===== src/rtl/mr_share_sched.sv =====
// Round-robin scheduler that shares one pipelined Montgomery-reduction unit among NREQ lanes.
// Results come back tagged with the owning lane; Kyber and Dilithium ops never overlap in the MR pipe.
module mr_share_sched #(
    parameter int NREQ    = 4,
    parameter int IDW     = 2,
    parameter int DW      = 46,
    parameter int RW      = 24,
    parameter int MR_LAT  = 2,
    parameter int SW_WAIT = 8
) (
    input  logic                 clk,
    input  logic                 rst,
    input  logic [NREQ-1:0]      req,
    input  logic [NREQ-1:0]      req_mode,
    input  logic [NREQ*DW-1:0]   req_d,
    output logic [NREQ-1:0]      gnt,
    output logic                 mr_mode,
    output logic [DW-1:0]        mr_d,
    input  logic [RW-1:0]        mr_out,
    output logic                 rsp_valid,
    output logic [IDW-1:0]       rsp_id,
    output logic [RW-1:0]        rsp_data,
    output logic                 busy
);

    localparam int CW = $clog2(MR_LAT + 1);
    localparam int WW = $clog2(SW_WAIT + 1);

    typedef enum logic [1:0] {IDLE, RUN, DRAIN} state_t;

    state_t          state, state_nxt;
    logic            cur_mode, cur_mode_nxt;
    logic [WW-1:0]   wait_cnt, wait_cnt_nxt;
    logic [IDW-1:0]  rr_ptr;
    logic [CW-1:0]   inflight;
    logic [MR_LAT-1:0] tag_vld;
    logic [IDW-1:0]  tag_id [MR_LAT];

    logic [NREQ-1:0] eligible, other;
    logic            any_req, any_elig, other_pend;
    logic            found, issue, retire;
    logic [IDW-1:0]  winner, cand;

    assign eligible   = req & ~(req_mode ^ {NREQ{cur_mode}});
    assign other      = req &  (req_mode ^ {NREQ{cur_mode}});
    assign any_req    = |req;
    assign any_elig   = |eligible;
    assign other_pend = |other;

    // First eligible lane at or after rr_ptr, wrapping around.
    always_comb begin
        found  = 1'b0;
        winner = '0;
        cand   = '0;
        for (int k = 0; k < NREQ; k++) begin
            cand = IDW'((int'(rr_ptr) + k) % NREQ);
            if (!found && eligible[cand]) begin
                found  = 1'b1;
                winner = cand;
            end
        end
    end

    always_ff @(posedge clk or posedge rst) begin
        if (rst) state <= IDLE;
        else     state <= state_nxt;
    end

    always_comb begin
        state_nxt    = state;
        cur_mode_nxt = cur_mode;
        wait_cnt_nxt = wait_cnt;
        case (state)
            IDLE: begin
                if (any_elig)        state_nxt = RUN;
                else if (other_pend) state_nxt = DRAIN;
            end
            RUN: begin
                wait_cnt_nxt = other_pend ? wait_cnt + WW'(1) : '0;
                if (!any_req && inflight == '0)
                    state_nxt = IDLE;
                else if ((!any_elig && other_pend) || wait_cnt == WW'(SW_WAIT - 1))
                    state_nxt = DRAIN;
            end
            DRAIN: begin
                // Mode may only flip once the MR pipe holds nothing of the old mode.
                if (inflight == '0) begin
                    cur_mode_nxt = ~cur_mode;
                    wait_cnt_nxt = '0;
                    state_nxt    = RUN;
                end
            end
            default: state_nxt = IDLE;
        endcase
    end

    always_comb begin
        issue     = !rst && (state == IDLE || state == RUN) && found;
        retire    = tag_vld[MR_LAT-1];
        gnt       = issue ? (NREQ'(1) << winner) : '0;
        mr_d      = issue ? req_d[int'(winner)*DW +: DW] : '0;
        mr_mode   = cur_mode;
        rsp_valid = tag_vld[MR_LAT-1];
        rsp_id    = rsp_valid ? tag_id[MR_LAT-1] : '0;
        rsp_data  = rsp_valid ? mr_out : '0;
        busy      = (inflight != '0) || (state != IDLE);
    end

    always_ff @(posedge clk or posedge rst) begin
        if (rst) begin
            cur_mode <= 1'b0;
            wait_cnt <= '0;
            rr_ptr   <= '0;
            inflight <= '0;
            tag_vld  <= '0;
            for (int i = 0; i < MR_LAT; i++) tag_id[i] <= '0;
        end else begin
            cur_mode <= cur_mode_nxt;
            wait_cnt <= wait_cnt_nxt;
            if (issue)
                rr_ptr <= (winner == IDW'(NREQ - 1)) ? '0 : winner + IDW'(1);
            case ({issue, retire})
                2'b10:   inflight <= inflight + CW'(1);
                2'b01:   inflight <= inflight - CW'(1);
                default: inflight <= inflight;
            endcase
            tag_vld[0] <= issue;
            tag_id[0]  <= issue ? winner : '0;
            for (int i = 1; i < MR_LAT; i++) begin
                tag_vld[i] <= tag_vld[i-1];
                tag_id[i]  <= tag_id[i-1];
            end
        end
    end

endmodule

===== config.mk =====
export PLATFORM = sky130hd
export DESIGN_NAME = mr_share_sched
export DESIGN_NICKNAME = d
export VERILOG_FILES = /design/src/rtl/mr_share_sched.sv
export SDC_FILE = /design/constraint.sdc
export NUM_CORES = 1
export LEC_CHECK = 0
export CAP_MARGIN = 15
export CORE_AREA = 2 2 115 117
export DETAILED_ROUTE_END_ITERATION = 12
export DIE_AREA = 0 0 117 119
export MAX_ROUTING_LAYER = met4
export PLACE_DENSITY = 0.71
export SYNTH_ARGS = -nofsm -noshare
export SYNTH_HDL_FRONTEND = slang
export SYNTH_SLANG_ARGS = --single-unit

===== constraint.sdc =====
create_clock -name clk -period 2.5 [get_ports clk]
set_input_delay 0.5 -clock clk [delete_from_list [all_inputs] [get_ports clk]]
set_output_delay 0.5 -clock clk [all_outputs]
set_load 0.02 [all_outputs]

==> metrics.md, run 1 <==
| Metric | Value |
|---|---|
| Final setup margin | -581 ps |
| CTS hold repair buffers | 0 |
| Netlist cell types | 52 |
| Critical Path End Type | output port |
| HPWL after detailed placement | 12100 µm |
| RSZ-0062 raised after global routing | true |
| Final setup vio count | 50 |
| CP Launch Type | flip-flop |
| Register area | 427 µm² |
| Cell Pwr Density | 1030 mW/mm² |
| Synth warn | 0 |
| I/O pin count | between 200 and 300 |
| Commonest cells after routing, fill and taps aside | clkdlybuf4s50_1, buf_6, mux2i_4, buf_4 |
| Syn_area_per_cell | between 9 and 10 µm² |
| Total Routing Usage GR | 0.234 |
| Yosys top cell area share | 0.302 |
| Pins Over Slew Limit | 0 |
| Worst slew pin tran | between 600 and 700 ps |
| Min-Delay Path Class | flip-flop to flip-flop |
| Routed WL per cell | 19.4 µm |
| IO Port Bufs | around 300 |
| Area occupied by multi-input gates | 0.00347 mm² |
| Number of routed nets with antenna violations | 0 |
| Starting DRT DRC Count | 139 |
| Die area | 0.0139 mm² |
| Maximum fanout along the worst path | 7 |
| H-tree depth | 1 |
| Fillers | ~930 |
| Most common cell after layout, fill and taps aside | clkdlybuf4s50_1 |
| Synthesis-stage register bit count | 17 |
| Failing checks | negative setup slack |
| Starting Density | 0.239 |
| Max-cap check violation count | 0 |
| Clock sinks | 17 |
| Number of global-route vias before repair | 4408 |
| RePlAce Congestion | between 0.8 and 0.9 |
| Relative slew slack | 0.562 |
| Lkg Pwr | between 3 and 4 nW |
| Hold_ws | between 300 and 400 ps |
| Final WL | 16800 µm |
| Part of the Yosys area used for sequential elements | 0.138 |
| Initial antenna violation count | 3 |
| CTS buffer count | 3 |
| Final worst-path cycle share | 1.23 |
| Final Util | 0.666 |
| Clk pin slew, worst setup/hold paths | 50 ps |
| VDD IR max | 510 µV |
| Area contributors post-synth | mux2i_1, o22ai_2, dfrtp_1 |
| Syn Std Cell Area | 0.00308 mm² |
| First-pass GRT wire length | 24400 µm |
| Crit path DAT | 2580 ps |
| Min cycle time layout | 3080 ps |
| Largest net degree at the start of global routing | 29 |
| Site Rows | 42 |
| Hold Violations, Final | 0 |
| TritonCTS clock tree | built |
| Syn_nets | roughly 530 |
| Top FF cell, synth | dfrtp_1 |
| Cell taking the most area after synthesis | mux2i_1 |
| Post-synth EDFFs | 0 |
| Die width | about 120 µm |
| Post-Synthesis Cells | 310 |
| Status | finished with violations |
| Setup Skew | 1.15 ps |
| Maximum clock insertion buffer count | 2 |
| # DRC | 0 |
| Post-synth ARST share | 1.00 |
| Nets | 910 |
| WS Path Type | flip-flop to output port |
| Critical Path RT | 2000 ps |
| Vias | 4134 |
| Core area | 0.0129 mm² |
| Max Freq | 325 MHz |
| GR Overflow Total | 0 |
| Die Y-Extent | ~120 µm |
| Clk root buf | clkbuf_16 |
| Layout cell share with drive strength beyond 1 | 0.445 |
| DR vias/cell | 4.78 |
| Area grow syn2layout | 179% |
| First-pass iteration count of the detailed router | 4 |
| Clock Latency Late Sink | between 200 and 300 ps |
[final cells by class]
type                    instances  share of cell area
repair buffers                396               0.505
multi-input cells             258               0.404
flip-flops and latches         17              0.0497
well taps                     176              0.0257
clock buffers                   3             0.00875
inverters                      10             0.00496
clock inverters                 1            0.000875
diodes                          3            0.000875
[per-layer routing]
layer / GRT usage / vias to the layer above / routed length, µm
li1: - / 1944 / -
met5: - / - / 0
met3: 0.0417 / 22 / 1010
met1: 0.278 / 1981 / 6350
met4: 0.0529 / 0 / 374
met2: 0.408 / 187 / 9040
[cell families (layout without fill, tap and decap cells)]
| kind of cell | Yosys count | in the layout | share of synthesized area |
|---|---|---|---|
| muxes | 93 | 93 | 0.302 |
| AOI/OAI and AO/OA | 80 | 80 | 0.276 |
| and+or+nand+nor | 68 | 68 | 0.126 |
| buffers and inverters | 35 | 410 | 0.0996 |
| DFF | 17 | 17 | 0.138 |
| xor gates and xnor gates | 11 | 11 | 0.0337 |
| adders and majority gates | 6 | 6 | 0.0244 |
| other | 0 | 3 | 0 |
[critical path, cell delays in order, from the launching register on]
cell and delay [ps]:
dfrtp_2 460, buf_12 150, xor2_4 200, buf_6 140, o32ai_4 70, a221oi_4 230, buf_6 160, buf_12 150
buf_16 150, buf_12 120, mux2i_1 220, o22ai_2 120, buf_6 140
[synth_stat cells, types with 3 or more instances]
cell type and count:
xor2_1 4, buf_6 6, and2_1 31, buf_4 5
clkbuf_1 3, nand3_1 3, nor2b_1 5, xnor2_1 6
o22ai_2 46, nor2_1 5, a21oi_1 4, mux2i_1 93
o21ai_0 5, inv_1 7, buf_12 3, dfrtp_1 17
inv_2 3, nand2_1 12, nor3_1 4, buf_8 5
ha_1 6
[what timing repair did]
action	in CTS	in global routing
buffers inserted	26	12
pin swaps	21	37
gates cloned	10	4
resized for setup	414	81
endpoints found under the setup margin	50	51
[worst paths after layout]
| path | start | end | slack [ps] | depth (start not counted) |
|---|---|---|---|---|
| worst min register to register | tag_id[3] | tag_id[1] | 350 | 0 |
| min in group asynchronous | rst | rr_ptr[1] | 700 | 2 |
| worst min-delay path | tag_id[3] | tag_id[1] | 350 | 0 |
| worst max-delay path | mr_mode | mr_d[40] | -580 | 12 |
| worst max register to register | mr_mode | rr_ptr[1] | 290 | 12 |
| max in group asynchronous | rst | mr_mode | 1340 | 2 |
[where the power goes]
group / total (mW) / switching (mW) / internal, mW / leakage (nW)
Combinational: 8.05 / 3.47 / 4.58 / 2.91
Clock: 0.328 / 0.112 / 0.216 / 0.0371
Sequential: 0.494 / 0.110 / 0.384 / 0.217
Total: 8.87 / 3.69 / 5.18 / 3.16
[flip-flops by register name (all words and copies together), names as in the netlist]
| signal | cells |
|---|---|
| tag_id | 4 |
| wait_cnt | 4 |
| inflight | 2 |
| rr_ptr | 2 |
| state | 2 |
| tag_vld | 2 |
| mr_mode | 1 |
[stage by stage]
step | instance area [µm²] | setup WS, ps | setup TNS (ps) | cells | power [mW]
after floorplan | 3410 | -60.1 | -2090 | 310 | 4.01
final | 8580 | -581 | -24590 | 864 | 8.87
after global placement | 6810 | -1170 | -55530 | 812 | 5.75
after detailed placement | 6810 | -1240 | -58610 | 812 | 5.83
after global routing | 8580 | -668 | -28940 | 864 | 9.31
after CTS | 8060 | -601 | -26120 | 852 | 8.07
No activity file was read; power rests on OpenSTA's default activity.
==> run 2, diff against run 1 <==
--- a/config.mk
+++ b/config.mk
@@ -11,6 +11,7 @@
 export DIE_AREA = 0 0 117 119
 export MAX_ROUTING_LAYER = met4
 export PLACE_DENSITY = 0.71
+export SLEW_MARGIN = 0
 export SYNTH_ARGS = -nofsm -noshare
 export SYNTH_HDL_FRONTEND = slang
 export SYNTH_SLANG_ARGS = --single-unit
==> results of run 2 <==
The final DEF is identical to that of run 1; final timing and power are the same.
